===== config.mk =====
export PLATFORM = sky130hd
export DESIGN_NAME = spi_slave_cfg
export DESIGN_NICKNAME = d
export VERILOG_FILES = /design/src/rtl/spi_slave_cfg.sv
export SDC_FILE = /design/constraint.sdc
export NUM_CORES = 1
export LEC_CHECK = 0
export BUFFER_PORTS_ARGS = -buffer_cell sky130_fd_sc_hd__buf_2
export CAP_MARGIN = 20
export CORE_UTILIZATION = 53
export DETAILED_ROUTE_END_ITERATION = 7
export PLACE_DENSITY_LB_ADDON = 0.05
export REMOVE_ABC_BUFFERS = 1
export SETUP_SLACK_MARGIN = 0.02
export SLEW_MARGIN = 20
export SYNTH_ARGS = -nofsm -noshare
export SYNTH_HDL_FRONTEND = slang
export SYNTH_SLANG_ARGS = --single-unit
export TNS_END_PERCENT = 100

===== constraint.sdc =====
create_clock -name i_clk -period 1.97 [get_ports i_clk]
set_input_delay 0.394 -clock i_clk [delete_from_list [all_inputs] [get_ports i_clk]]
set_output_delay 0.394 -clock i_clk [all_outputs]
set_load 0.02 [all_outputs]

===== src/rtl/spi_slave_cfg.sv =====
// Configurable SPI slave: CPOL/CPHA, bit order and word size, buffered TX with valid/ready, held RX word.
// Define SPI_SLAVE_CFG_SYNC_EN to pass i_sck, i_sce and i_sin through 2-flop synchronizers.
module spi_slave_cfg #(
  parameter int unsigned WORD_SIZE = 16,
  parameter int unsigned WORD_BITS = $clog2(WORD_SIZE),
  parameter int unsigned CPOL      = 0,
  parameter int unsigned CPHA      = 0,
  parameter int unsigned MSB_FIRST = 1
) (
  input  logic                 i_clk,
  input  logic                 i_rst_n,
  input  logic                 i_sck,
  input  logic                 i_sce,
  input  logic                 i_sin,
  output logic                 o_sout,
  output logic                 o_sout_oe,
  input  logic [WORD_SIZE-1:0] i_tx_data,
  input  logic                 i_tx_valid,
  output logic                 o_tx_ready,
  output logic                 o_tx_underrun,
  output logic [WORD_SIZE-1:0] o_rx_data,
  output logic                 o_rx_valid,
  input  logic                 i_rx_ack,
  output logic                 o_rx_overrun,
  output logic                 o_busy
);
  localparam logic                 IDLE_LVL        = 1'(CPOL);
  localparam logic                 SAMPLE_ON_TRAIL = 1'(CPHA);
  localparam logic                 MSB_OUT         = 1'(MSB_FIRST);
  localparam logic [WORD_BITS-1:0] LAST_BIT        = WORD_BITS'(WORD_SIZE - 1);

  logic [2:0] pin_s;  // {sck, sce, sin} as seen by the core

`ifdef SPI_SLAVE_CFG_SYNC_EN
  logic [2:0] meta_q, meta_d, sync_q, sync_d;

  always_comb begin
    meta_d = {i_sck, i_sce, i_sin};
    sync_d = meta_q;
  end

  always_ff @(posedge i_clk) begin
    if (!i_rst_n) begin
      meta_q <= {IDLE_LVL, 1'b1, 1'b0};
      sync_q <= {IDLE_LVL, 1'b1, 1'b0};
    end else begin
      meta_q <= meta_d;
      sync_q <= sync_d;
    end
  end

  assign pin_s = sync_q;
`else
  assign pin_s = {i_sck, i_sce, i_sin};
`endif

  logic                 sck_q, sck_d, sck_dly_q, sck_dly_d;
  logic                 sel_q, sel_d, sel_dly_q, sel_dly_d;
  logic                 sin_q, sin_d;
  logic [WORD_BITS-1:0] cnt_q, cnt_d;
  logic [WORD_SIZE-1:0] rx_sh_q, rx_sh_d, tx_sh_q, tx_sh_d;
  logic [WORD_SIZE-1:0] hold_q, hold_d, rx_data_q, rx_data_d;
  logic                 tx_ready_q, tx_ready_d, tx_udr_q, tx_udr_d;
  logic                 rx_valid_q, rx_valid_d, rx_ovr_q, rx_ovr_d;
  logic                 sout_q, sout_d, busy_q, busy_d;

  logic                 lead, trail, sample, shift, last, load;
  logic [WORD_SIZE-1:0] rx_word;

  // Edge decode, TX holding/shift, RX assembly and word completion
  always_comb begin
    sck_d      = pin_s[2];
    sck_dly_d  = sck_q;
    sel_d      = ~pin_s[1];
    sel_dly_d  = sel_q;
    sin_d      = pin_s[0];
    cnt_d      = cnt_q;
    rx_sh_d    = rx_sh_q;
    tx_sh_d    = tx_sh_q;
    hold_d     = hold_q;
    tx_ready_d = tx_ready_q;
    rx_data_d  = rx_data_q;
    rx_valid_d = rx_valid_q;
    tx_udr_d   = 1'b0;
    rx_ovr_d   = 1'b0;

    lead    = sel_q && (sck_q != IDLE_LVL) && (sck_dly_q == IDLE_LVL);
    trail   = sel_q && (sck_q == IDLE_LVL) && (sck_dly_q != IDLE_LVL);
    sample  = SAMPLE_ON_TRAIL ? trail : lead;
    shift   = SAMPLE_ON_TRAIL ? lead : trail;
    last    = (cnt_q == LAST_BIT);
    rx_word = MSB_OUT ? {rx_sh_q[WORD_SIZE-2:0], sin_q} : {sin_q, rx_sh_q[WORD_SIZE-1:1]};
    load    = SAMPLE_ON_TRAIL ? (shift && (cnt_q == '0))
                              : (sel_q && (!sel_dly_q || (sample && last)));

    if (!sel_q) begin
      cnt_d   = '0;
      rx_sh_d = '0;
      tx_sh_d = '0;
    end else begin
      if (load) begin
        tx_sh_d    = tx_ready_q ? '0 : hold_q;
        tx_udr_d   = tx_ready_q;
        tx_ready_d = 1'b1;
      end else if (shift && (cnt_q != '0)) begin
        tx_sh_d = MSB_OUT ? {tx_sh_q[WORD_SIZE-2:0], 1'b0} : {1'b0, tx_sh_q[WORD_SIZE-1:1]};
      end
      if (sample) begin
        rx_sh_d = rx_word;
        cnt_d   = last ? '0 : cnt_q + WORD_BITS'(1);
      end
    end

    // A completing word takes priority over a simultaneous acknowledge
    if (i_rx_ack) rx_valid_d = 1'b0;
    if (sample && last) begin
      rx_data_d  = rx_word;
      rx_valid_d = 1'b1;
      rx_ovr_d   = rx_valid_q && !i_rx_ack;
    end

    // Accepted after any load this cycle, so it waits for the next word
    if (i_tx_valid && tx_ready_q) begin
      hold_d     = i_tx_data;
      tx_ready_d = 1'b0;
    end

    sout_d = sel_d && (MSB_OUT ? tx_sh_d[WORD_SIZE-1] : tx_sh_d[0]);
    busy_d = sel_d && (cnt_d != '0);
  end

  always_ff @(posedge i_clk) begin
    if (!i_rst_n) begin
      sck_q      <= IDLE_LVL;
      sck_dly_q  <= IDLE_LVL;
      sel_q      <= 1'b0;
      sel_dly_q  <= 1'b0;
      sin_q      <= 1'b0;
      cnt_q      <= '0;
      rx_sh_q    <= '0;
      tx_sh_q    <= '0;
      hold_q     <= '0;
      tx_ready_q <= 1'b1;
      tx_udr_q   <= 1'b0;
      rx_data_q  <= '0;
      rx_valid_q <= 1'b0;
      rx_ovr_q   <= 1'b0;
      sout_q     <= 1'b0;
      busy_q     <= 1'b0;
    end else begin
      sck_q      <= sck_d;
      sck_dly_q  <= sck_dly_d;
      sel_q      <= sel_d;
      sel_dly_q  <= sel_dly_d;
      sin_q      <= sin_d;
      cnt_q      <= cnt_d;
      rx_sh_q    <= rx_sh_d;
      tx_sh_q    <= tx_sh_d;
      hold_q     <= hold_d;
      tx_ready_q <= tx_ready_d;
      tx_udr_q   <= tx_udr_d;
      rx_data_q  <= rx_data_d;
      rx_valid_q <= rx_valid_d;
      rx_ovr_q   <= rx_ovr_d;
      sout_q     <= sout_d;
      busy_q     <= busy_d;
    end
  end

  assign o_sout        = sout_q;
  assign o_sout_oe     = sel_q;
  assign o_tx_ready    = tx_ready_q;
  assign o_tx_underrun = tx_udr_q;
  assign o_rx_data     = rx_data_q;
  assign o_rx_valid    = rx_valid_q;
  assign o_rx_overrun  = rx_ovr_q;
  assign o_busy        = busy_q;

endmodule

==> Word level (Yosys, flattened, before mapping) <==
Index checks and enable logic that the tools add are counted.
{ "op_classes": {"bitwise": 3, "reduce_logical": 24, "addsub": 1, "n_div": 0, "n_shift": 0, "eq_ne": 1, "order_cmp": 0, "mux": 12, "multipliers": 0} }
{ "op_table": {"columns": ["operator", "count"], "rows": [
  ["2-to-1 mux 16 bit", 4],
  ["2-to-1 mux 4 bit", 3],
  ["logical AND 1 bit", 11],
  ["nonzero test 2 bit", 4],
  ["nonzero test 4 bit", 2],
  ["AND reduction 2 bit", 3],
  ["2-to-1 mux 1 bit", 5],
  ["adder 4 x 1 -> 4 bit, second input constant", 1],
  ["== test 4 bit, second input constant", 1],
  ["NOT 1 bit", 3],
  ["AND reduction 3 bit", 1],
  ["zero test 1 bit", 2],
  ["logical OR 1 bit", 1]
]} }
{ "totals": {"in_bits": 23, "out_inout_bits": 23, "n_memories": 0, "latch_bits": 0, "rom_bits": 0, "reg_bits": 78, "mem_bits_rw": 0, "elab_cells": 58} }

==> Depth between registers and ports, before layout <==
{ "logic_depth": {"word_depth": 8, "ltp_mapped": 7, "ltp_nobuf": 6} }

==> Worst setup path after synthesis <==
OpenSTA, ideal clock, no wires.
{ "synth_path": {"kind": "register to register", "startpoint": "reg sel_q, in the netlist o_sout_oe", "endpoint": "reg tx_sh_q[10]", "setup_slack_ns": 0.468, "stages_incl_launch_ff": 7, "t_required_ns": 1.828, "arrival_time_ns": 1.360, "setup_time_ns": 0.142, "period_less_slack_ns": 1.502, "path_cell_list": "dfxtp_1 -> nand2_1 -> a211o_2 -> buf_4 -> buf_6 -> nand2_1 -> a311oi_1"} }
{ "synth_via": {"elab_chain_len": 6} }
{ "synth_lines": {"columns": ["item", "line", "rtl"], "rows": [
  ["from (decl)", "58", "logic sel_q, sel_d, sel_dly_q, sel_dly_d;"],
  ["from (signal assigned)", "153", "sel_q <= sel_d;"],
  ["logical AND 1 bit (2 in series)", "87", "lead = sel_q && (sck_q != IDLE_LVL) && (sck_dly_q == IDLE_LVL);"],
  ["logical AND 1 bit", "94", ": (sel_q && (!sel_dly_q || (sample && last)));"],
  ["logical OR 1 bit", "94", null],
  ["logical AND 1 bit", "94", null],
  ["2-to-1 mux 16 bit / nonzero test 2 bit (equally long branches)", null, null],
  ["to (signal assigned)", "158", "tx_sh_q <= tx_sh_d;"],
  ["to (decl)", "61", "logic [WORD_SIZE-1:0] rx_sh_q, rx_sh_d, tx_sh_q, tx_sh_d;"]
]} }
Several ways; a longest one is shown, not always the timed one.
A chain may end at the register's enable or synchronous reset.

==> Worst setup path after layout <==
{ "layout_path": {"startpoint": "reg cnt_q[0]", "endpoint": "reg tx_sh_q[5]"} }
{ "layout_via": {"elab_chain_len": 5} }
{ "layout_lines": {"columns": ["item", "line", "rtl"], "rows": [
  ["from (decl)", "60", "logic [WORD_BITS-1:0] cnt_q, cnt_d;"],
  ["from (signal assigned)", "156", "cnt_q <= cnt_d;"],
  ["== test 4 bit", "91", "last = (cnt_q == LAST_BIT);"],
  ["logical AND 1 bit", "94", null],
  ["logical OR 1 bit", "94", null],
  ["logical AND 1 bit", "94", null],
  ["2-to-1 mux 16 bit / nonzero test 2 bit (equally long branches)", null, null]
]} }
Several ways; a longest one is shown, not always the timed one.

==> flow_summary.json <==
{
  "yosysWarnings": 0,
  "dr.pass1.iters": 4,
  "grt_pass1_vias": 2168,
  "seq_area_um2": 1560,
  "wl_um": 5800,
  "status": "finished clean",
  "grt_remaining_overflow": 0,
  "dieArea_um2": 5930,
  "cts_setup_buffers": 0,
  "finalCriticalPeriod_ns": 1.73,
  "max_freq_mhz": 578,
  "grt_pass1_wl_um": 9910,
  "critPathLaunchType": "flop",
  "std_cell_rows": 26,
  "setup_viol": 0,
  "skew_ns": 0.00977,
  "ys.flop_type": "dfxtp_1",
  "min_period_over_period_pct": 87.9,
  "drt_iter0_drc": 105,
  "ys_seq_area_share_pct": 52.4,
  "fin_area_um2": 3470,
  "dpl_cell_area_um2": 3240,
  "antenna_found_initial": 0,
  "r2r_cells": 6,
  "grt_max_degree": 35,
  "vias_per_cell": 5.30,
  "postLayoutCoreUtil_pct": 65.9,
  "coreArea_um2": 5270,
  "path_buf_inv": 1,
  "cts_tree": "done",
  "postCtsHoldBufs": 0,
  "htree_levels": 3,
  "drive_gt1_share_pct": 21.9,
  "synth_enable_flop_cells": 0,
  "insertion_delay_ns": 0.35,
  "hpwl_um": 3770,
  "ant_nets": 0,
  "cpPeakStageDelay_ns": 0.33,
  "cts_inserted_buffers": 9,
  "fin_nets": 408,
  "cts.path.max_buffers": 2,
  "leakagePower_nw": 1.37,
  "crit_slowest_cell": "dfxtp_1",
  "fin_tns_setup_ns": 0,
  "hold_depth": 2,
  "ir_worst_vdd_mv": 0.598,
  "crit_fanout": 12,
  "required_ns": 2.23,
  "clk_pin_slew_ns": 0.07,
  "drv_cap": 0,
  "max_slew_margin_pct": 61.6,
  "worst_pin_slew_ns": 0.576,
  "numPortBuffers": 45,
  "rsz0062_at_grt": "false",
  "multi_input_area_um2": 1270,
  "async_reset_ff_share_pct": 0,
  "crit_type": "reg2reg",
  "start_util_pct": 56.6,
  "post_cts_resized": 0,
  "hold_class": "in2reg",
  "ctsRootBufferMaster": "clkbuf_8",
  "worstPathCellList": "ha_1, and4_4, a21oi_4, buf_4, a21oi_1, a311oi_1",
  "fill_cells": 482,
  "power_density_nw_per_um2": 925,
  "yosysUniqueCellTypes": 38,
  "cp-end-kind": "flop",
  "critPathArrivalTime_ns": 1.99,
  "gp_congestion": 0.742,
  "path_delay_family": "compound AO/OA/AOI/OAI gates",
  "syn_area_per_cell_um2": 8.72,
  "hold_ws_ns": 0.248,
  "die_height_um": 77.0,
  "wl_per_cell_um": 12.7,
  "drc": 0,
  "clock_sinks": 78,
  "postSynthCellCount": 342,
  "syn-cell-area_um2": 2980,
  "track_usage_pct": 21.3,
  "ys_seq_elements": 78,
  "hold_viol": 0,
  "dr_total_vias": 2428,
  "diodes": 0,
  "maxSlewViolCount": 0,
  "syn2layout_area_growth_pct": 16.5,
  "cp.depth": 6,
  "die_w_um": 77.0,
  "io-pin-count": 46
}
cell usage in the layout (no fill, tap or decap), drive strengths merged, types with 2 or more instances in the layout:
master	count
nor3	2
ha	2
buf	53
a311oi	13
nand3	2
and2	6
o21ai	4
inv	6
clkbuf	10
nand2	108
and3	2
o211ai	2
nor2b	3
dfxtp	78
a21oi	57
o221a	10
clkinv	3
mux2i	3
a211oi	2
nand2b	2
bufinv	3
nor2	7
cells by family after synthesis:
group / after synthesis / share of synthesized area [%]
flip-flops: 78 / 52.4
adder cells (fa/ha/maj): 2 / 0.839
buffers and inverters: 29 / 5.12
AO/OA/AOI/OAI: 90 / 20.4
multiplexers: 3 / 1.01
XOR/XNOR: 2 / 0.588
AND/OR/NAND/NOR: 138 / 19.6
registers in the layout, summed over array words and instances, names as in the netlist, 4 cells and up:
| signal | cells |
|---|---|
| rx_sh_q | 15 |
| o_rx_data | 16 |
| tx_sh_q | 16 |
| hold_q | 16 |
| cnt_q | 4 |
power breakdown:
group / switching [mW] / internal (mW) / leakage, nW
Clock: 0.569 / 0.842 / 0.121
Combinational: 0.106 / 0.0621 / 0.616
Sequential: 0.0233 / 1.61 / 0.633
cell usage after synthesis (all sizes together) (2+ instances only):
library cell	instances	area [um^2]
a21oi	57	297
nand2b	2	12.5
inv	5	18.8
ha	2	25.0
a211oi	2	27.5
a311oi	13	120
and2	6	37.5
nor3	2	10.0
clkbuf	11	41.3
nor2	7	28.8
o211ai	2	15.0
buf	12	88.8
nand2	108	408
mux2i	3	30.0
nor2b	3	18.8
dfxtp	78	1560
o21ai	4	20.0
o221a	10	113
nand3	2	10.0
and3	2	12.5
path summary, 6_finish.rpt:
| path | startpoint | end | slack [ns] |
|---|---|---|---|
| hold reg to reg | o_rx_data[7] | o_rx_data[7] | 0.45 |
| setup reg to reg | cnt_q[0] | tx_sh_q[5] | 0.24 |
| hold / removal | i_sin | sin_q | 0.25 |
| setup / recovery | cnt_q[0] | tx_sh_q[5] | 0.24 |
per-layer routing:
| metal | wire, um | track usage [%] | vias up | share of wire [%] |
|---|---|---|---|---|
| met1 | 2940 | 28.2 | 1120 | 51 |
| met5 | 0 | 0 | - | 0 |
| li1 | - | - | 1251 | - |
| met4 | 58 | 6.79 | 0 | 1.0 |
| met3 | 228 | 7.14 | 7 | 3.9 |
| met2 | 2570 | 32.6 | 50 | 44 |
cell type report:
class	count	area share, %
clock buffer	10	3.67
clock inverter	6	3.13
inverter	6	0.648
multi-input combinational	235	36.5
sequential	78	45.0
tap	70	2.52
timing repair buffer	53	8.57
stage by stage:
stage          power, mW  instances  worst slack, ns
3_3_place_gp        1.83        442            0.317
2_1_floorplan       1.76        319            0.291
4_1_cts             3.24        458            0.247
3_5_place_dp        1.84        442            0.270
5_1_grt             3.33        458           0.0928
6_report            3.21        458            0.239
Note: power is estimated with default switching activity, not from simulation.
